**config.mk**
```make
export PLATFORM = sky130hd
export DESIGN_NAME = f2_equiv_sweep
export DESIGN_NICKNAME = d
export VERILOG_FILES = /design/src/rtl/f2_equiv_sweep.sv
export SDC_FILE = /design/constraint.sdc
export NUM_CORES = 1
export LEC_CHECK = 0
export BUFFER_PORTS_ARGS = -buffer_cell sky130_fd_sc_hd__buf_2
export CORE_MARGIN = 2
export CORE_UTILIZATION = 53
export CTS_CLUSTER_DIAMETER = 40
export DETAILED_ROUTE_END_ITERATION = 10
export GPL_TIMING_DRIVEN = 0
export PLACE_DENSITY = 0.81
export SLEW_MARGIN = 15
export SYNTH_ARGS = -nofsm -noshare
export SYNTH_HDL_FRONTEND = slang
export SYNTH_SLANG_ARGS = --single-unit
```
**constraint.sdc**
```tcl
create_clock -name clk -period 2.61 [get_ports clk]
set_input_delay 0.1305 -clock clk [delete_from_list [all_inputs] [get_ports clk]]
set_output_delay 0.1305 -clock clk [all_outputs]
set_load 0.1 [all_outputs]
```
**src/rtl/f2_equiv_sweep.sv**
```systemverilog
// Exhaustive equivalence sweeper for the f2 benchmark netlist: drives all 32
// input vectors, cross-checks f2/f2_min/f2_fact and counts the f2 onset.
module f2_equiv_sweep #(
  parameter bit          STOP_ON_FAIL = 1'b0,
  parameter int unsigned EXP_ONES     = 12
) (
  input  logic       clk,
  input  logic       rst,
  input  logic       start,
  output logic [4:0] vec_out,
  input  logic       f2_in,
  input  logic       f2_min_in,
  input  logic       f2_fact_in,
  output logic       busy,
  output logic       done,
  output logic       pass,
  output logic [5:0] mismatch_cnt,
  output logic [5:0] ones_cnt,
  output logic       first_fail_valid,
  output logic [4:0] first_fail_vec
);

  typedef enum logic [1:0] {IDLE, SWEEP, DONE} state_t;

  state_t     state, state_n;
  logic [4:0] vec_n, ffvec_n;
  logic [5:0] mcnt_n, ocnt_n;
  logic       busy_n, done_n, pass_n, ffv_n;
  logic       mis, last_vec;

  assign mis      = (f2_in != f2_min_in) | (f2_in != f2_fact_in);
  assign last_vec = (vec_out == 5'd31);

  always_comb begin
    state_n = state;
    vec_n   = vec_out;
    busy_n  = busy;
    done_n  = done;
    pass_n  = pass;
    mcnt_n  = mismatch_cnt;
    ocnt_n  = ones_cnt;
    ffv_n   = first_fail_valid;
    ffvec_n = first_fail_vec;
    case (state)
      IDLE, DONE: begin
        if (start) begin
          state_n = SWEEP;
          vec_n   = '0;
          busy_n  = 1'b1;
          done_n  = 1'b0;
          pass_n  = 1'b0;
          mcnt_n  = '0;
          ocnt_n  = '0;
          ffv_n   = 1'b0;
          ffvec_n = '0;
        end
      end
      SWEEP: begin
        mcnt_n = mismatch_cnt + {5'd0, mis};
        ocnt_n = ones_cnt + {5'd0, f2_in};
        if (mis && !first_fail_valid) begin
          ffv_n   = 1'b1;
          ffvec_n = vec_out;
        end
        // pass uses the updated counts so it is valid on the same edge as done
        if (last_vec || (STOP_ON_FAIL && mis)) begin
          state_n = DONE;
          busy_n  = 1'b0;
          done_n  = 1'b1;
          pass_n  = (mcnt_n == '0) && (ocnt_n == 6'(EXP_ONES)) && last_vec;
        end else begin
          vec_n = vec_out + 5'd1;
        end
      end
      default: state_n = IDLE;
    endcase
  end

  always_ff @(posedge clk) begin
    if (rst) begin
      state            <= IDLE;
      vec_out          <= '0;
      busy             <= 1'b0;
      done             <= 1'b0;
      pass             <= 1'b0;
      mismatch_cnt     <= '0;
      ones_cnt         <= '0;
      first_fail_valid <= 1'b0;
      first_fail_vec   <= '0;
    end else begin
      state            <= state_n;
      vec_out          <= vec_n;
      busy             <= busy_n;
      done             <= done_n;
      pass             <= pass_n;
      mismatch_cnt     <= mcnt_n;
      ones_cnt         <= ocnt_n;
      first_fail_valid <= ffv_n;
      first_fail_vec   <= ffvec_n;
    end
  end

endmodule

```
Word-level counts from Yosys, hierarchy flattened

Index checks and enable logic that the tools add are counted.

Mux-type cells: 21
Eq/ne operators: 10
Bitwise operators: 1
Reduce and logical (&&, ||, !) cells: 13
Add/sub/neg operators: 3

Operator list:

| cell                  | count |
|---|---|
| $pmux W6 S2           | 2 |
| $pmux W5 S2           | 2 |
| $mux W5               | 3 |
| $add A6 B1 Y6         | 2 |
| $reduce_and A3 Y1     | 3 |
| $ne A2 B2 Y1 const B  | 4 |
| $pmux W1 S2           | 4 |
| $eq A6 B4 Y1 const B  | 1 |
| $logic_not A6 Y1      | 1 |
| $mux W1               | 6 |
| $mux W6               | 1 |
| $add A5 B1 Y5 const B | 1 |
| $eq A5 B5 Y1 const B  | 1 |
| $mux W2               | 2 |
| $pmux W2 S2           | 1 |
| $reduce_and A2 Y1     | 2 |
| $logic_and A1 B1 Y1   | 3 |
| $eq A2 B1 Y1 const B  | 1 |
| $eq A2 B2 Y1 const B  | 1 |
| $logic_not A2 Y1      | 1 |
| $ne A1 B1 Y1          | 2 |
| $reduce_bool A2 Y1    | 1 |
| $reduce_or A2 Y1      | 1 |
| $logic_not A1 Y1      | 1 |
| $or A1 B1 Y1          | 1 |

Input bits: 6
Register bits: 28
Logic and storage cells: 57

Depth between registers and ports, before layout

Depth in word-level cells: 8
Mapped depth: 8
Gate-level depth less buffers: 8

Worst setup path before layout

No wires, ideal clock.

Path type: register to register
Start point: register mismatch_cnt[0]
End point: register pass
Arrival: 2.446 ns
Path slack: 0.090 ns
Setup time: 0.074 ns
Stages on the path, launching flop included: 7
Buffers on the path: 0
Cells stage by stage: dfxtp_1 > ha_1 > ha_1 > or4_1 > nor4_1 > nand4b_1 > o21ai_0

Cells in the longest elaborated chain, start to end: 6

RTL lines:

| item                             | RTL line | text |
|---|---|---|
| start, declared                  | 17       | `output logic [5:0] mismatch_cnt,` |
| start signal, assigned           | 96       | `mismatch_cnt <= mcnt_n;` |
| $add A6 B1 Y6                    | 59       | `mcnt_n = mismatch_cnt + {5'd0, mis};` |
| $logic_not A6 Y1                 | 70       | `pass_n = (mcnt_n == '0) && (ocnt_n == 6'(EXP_ONES)) && last_vec;` |
| $logic_and A1 B1 Y1 (2 in a row) | 70       |  |
| $mux W1                          | 66       | `if (last_vec \|\| (STOP_ON_FAIL && mis)) begin` |
| $pmux W1 S2                      | 44       | `case (state)` |
| end signal, assigned             | 95       | `pass <= pass_n;` |
| end, declared                    | 16       | `output logic pass,` |

No other way between the ends. The select of a mux whose other input is x is not followed.
A chain may end at the register's enable or synchronous reset.

Worst setup path after layout

Ends and elaborated chain as after synthesis.

==> impl_metrics.yaml <==
power:
  power.share.clock: 0.329
  power_density_nw_per_um2: 530
  p_leak_nw: 0.741
  power.share.combinational: 0.167
  irDropWorstVdd_mv: 0.359
  power.sequential.fraction: 0.505
  intPower_mw: 0.630
  swShare: 0.288
  design_power_total_mw: 0.884
  p_switching_mw: 0.254
route:
  dr_drc_count: 0
  detail_route.wl_per_cell_um: 14.9
  vias: 1346
  overall_routed_net_length_um: 3390
  drtIter0Drc: 47
  routed_via_density: 5.90
  detail_route.first_pass.iterations: 4
  ant_nets: 0
timing:
  slew_at_the_pin_closest_to_its_max_slew_limit_ns: 0.488
  setup_viol_count_final: 0
  finalHoldViolations: 0
  count_of_pins_over_their_slew_limit: 0
  timing.setup.tns_ns: 0
  post-route-period-util: 0.766
  worst_slew_margin_rel: 0.675
  maxClockFrequency_mhz: 501
  finalClockSkew_ns: 0.00373
  setup_repair_after_global_routing_missed_its_margin: "false"
  worst_hold_slack_after_final_layout_ns: 0.157
  period_needed_ns: 2.00
die:
  floorplan.initialDensity: 0.569
  fp.coreArea_um2: 2500
  dieArea_um2: 3110
  fp_rows: 18
  io_pins: 32
  chipWidth_um: 55.8
  overall_die_height_um: 55.8
synth:
  xor_and_xnor_area_share_after_synthesis: 0.0431
  syn-num-nets: 175
  synth-edff-count: 0
  ys_seq_area_frac: 0.394
  syn-cell-area_um2: 1420
  synth.top_cells.by_area: "sky130_fd_sc_hd__dfxtp_1 (39%), sky130_fd_sc_hd__a21oi_1 (6.3%), sky130_fd_sc_hd__ha_1 (5.3%)"
  post_synth_mux_area_share: 0.0237
  post_synth_num_cell_types: 39
  largest_family_of_logic_cells_by_synthesized_area: "simple AND/OR/NAND/NOR gates"
  synth_simple_gate_area_frac: 0.266
  ys_warns: 0
  synth_area_leader_cell: "sky130_fd_sc_hd__dfxtp_1"
  synth_most_common_cell: "sky130_fd_sc_hd__dfxtp_1"
  synthAdderAreaFrac: 0.0528
  synth_cells: 163
  dominantRegCellSynth: "sky130_fd_sc_hd__dfxtp_1"
  ys_ff_latch: 28
  syn_avg_cell_area_um2: 8.73
  compound_cell_area_share_of_the_yosys_netlist: 0.183
  synthArstFlopShare: 0
  synthDominantCellAreaShare: 0.394
  post_synth_most_frequent_cells: "sky130_fd_sc_hd__dfxtp_1 (28), sky130_fd_sc_hd__a21oi_1 (18), sky130_fd_sc_hd__nor2_1 (16)"
worst_setup_path:
  criticalPathCategory: "flop to flop"
  timing.critical_path.to_type: "flop"
  worst-endpoint-required_ns: 2.89
  r2r_slack_ns: 0.61
  worst-r2r-cell-count: 6
  critPathArrivalTime_ns: 2.27
  worst-path-max-fanout: 5
  cp_startpoint: "mismatch_cnt[0]"
  reg2reg_to: "pass"
  setup.worst_path.start_class: "flop"
  worst_r2r_startpoint: "mismatch_cnt[0]"
global_route:
  first_global_vias: 1280
  maximum_number_of_pins_on_one_net_before_global_route_repair: 17
  grt_util_all_layers: 0.223
  grt_first_pass_wirelength_um: 5640
  antenna_found_initial: 0
  grt_overflow_total: 0
placed_design:
  placed_cell_area_um2: 1620
  globalplace.congestion: 0.848
  dp_hpwl_um: 2520
  port-buffer-count: 31
clock_network:
  cts_sinks: 28
  clk_pin_slew_ns: 0.16
  cts_resized: 0
  clock-root-buffer: "sky130_fd_sc_hd__clkbuf_4"
  cts_max_level: 1
  cts-hold-fix-buffers: 0
  cts_buffer_depth: 2
  cts_buffers: 3
  clkLatencyLatePin_ns: 0.33
  tritoncts: "yes"
  post_cts_buffers: 0
flow_run:
  drv.max_cap_violation_count: 0
final_layout:
  total_non_filler_cell_area_in_the_finished_layout_um2: 1670
  finish.net_count: 211
  fraction_of_layout_cells_with_a_size_suffix_above_1: 0.263
  fillers: 206
  area_growth_syn_to_layout_pct: 17.2
  antennaDiodeCount: 0
status:
  outcome: "complete, no violations"
hold_path:
  worst_hold_path_startpoint: "start"
  hold-path-endpoint: "state[1]"
  depth_of_the_worst_hold_timing_path: 3
  hold_class: "input pin to flop"
-- metrics by stage --
stage               std cells   util  setup WS (ns)
finish                    228  0.667          0.612
global route              228  0.667          0.484
CTS                       228  0.667          0.598
detailed placement        224  0.646          0.409
global placement          224  0.646          0.435
floorplan                 163      -         0.0897
-- state kept, by name, summed over array words and instances, names as in the netlist --
register,flops
busy,1
done,1
first_fail_valid,1
first_fail_vec,5
mismatch_cnt,6
ones_cnt,6
pass,1
state,2
vec_out,5
-- power groups by stage --
| stage | clock network, mW | registers (mW) | logic, mW |
|---|---|---|---|
| 6_report | 0.291 | 0.446 | 0.147 |
| 5_1_grt | 0.308 | 0.448 | 0.159 |
| 4_1_cts | 0.292 | 0.446 | 0.147 |
| 3_5_place_dp | 0 | 0.456 | 0.146 |
| 3_3_place_gp | 0 | 0.454 | 0.142 |
| 2_1_floorplan | 0 | 0.507 | 0.0613 |
-- per-layer routing --
layer,track usage,wire [µm],vias to the layer above
met1,0.282,1580,643
met5,0,0,-
li1,-,-,665
met3,0.0349,100,7
met2,0.379,1660,31
met4,0.0884,53,0
-- worst max-delay path by stage --
stage                       to  cells after the start
after CTS                 pass                      6
after global placement    pass                      9
after floorplan           pass                      6
after detailed placement  pass                      9
after global routing      pass                      6
final                     pass                      6
-- kinds of logic (layout without fill, tap and decap cells) --
logic type	count (synthesis)	count (layout)
buffers and inverters	11	46
adders and majority gates	6	6
and+or+nand+nor	66	66
AOI/OAI and AO/OA	42	42
xor gates and xnor gates	7	7
DFF	28	28
muxes	3	3
-- cell type report --
type / count / area, µm² / area share
well taps: 30 / 37.5 / 0.0225
clock inverters: 1 / 30.0 / 0.0180
clock buffers: 3 / 22.5 / 0.0135
multi-input cells: 124 / 808 / 0.485
repair buffers: 31 / 155 / 0.0930
flip-flops and latches: 28 / 561 / 0.336
inverters: 2 / 7.51 / 0.00450
plain buffers: 9 / 46.3 / 0.0278
-- worst max-delay path: stages, from the launching register on --
cell and delay, ns:
sky130_fd_sc_hd__dfxtp_1 0.37, sky130_fd_sc_hd__ha_1 0.26, sky130_fd_sc_hd__ha_1 0.32, sky130_fd_sc_hd__or4_1 0.52
sky130_fd_sc_hd__nor4_1 0.20, sky130_fd_sc_hd__nand4b_1 0.13, sky130_fd_sc_hd__o21ai_0 0.16
-- cells in the final DEF (no fill, tap or decap), drive strengths merged, types with 4 or more instances in the layout --
cell     n
buf     37
nand3    7
xor2     4
nor2    17
nor3b    4
nand2b   4
clkbuf   6
dfxtp   28
a21oi   18
nand4    6
ha       6
nand2   11
a22o     4
o21ai    8
and3     5
Note: power is estimated with default switching activity, not from simulation.
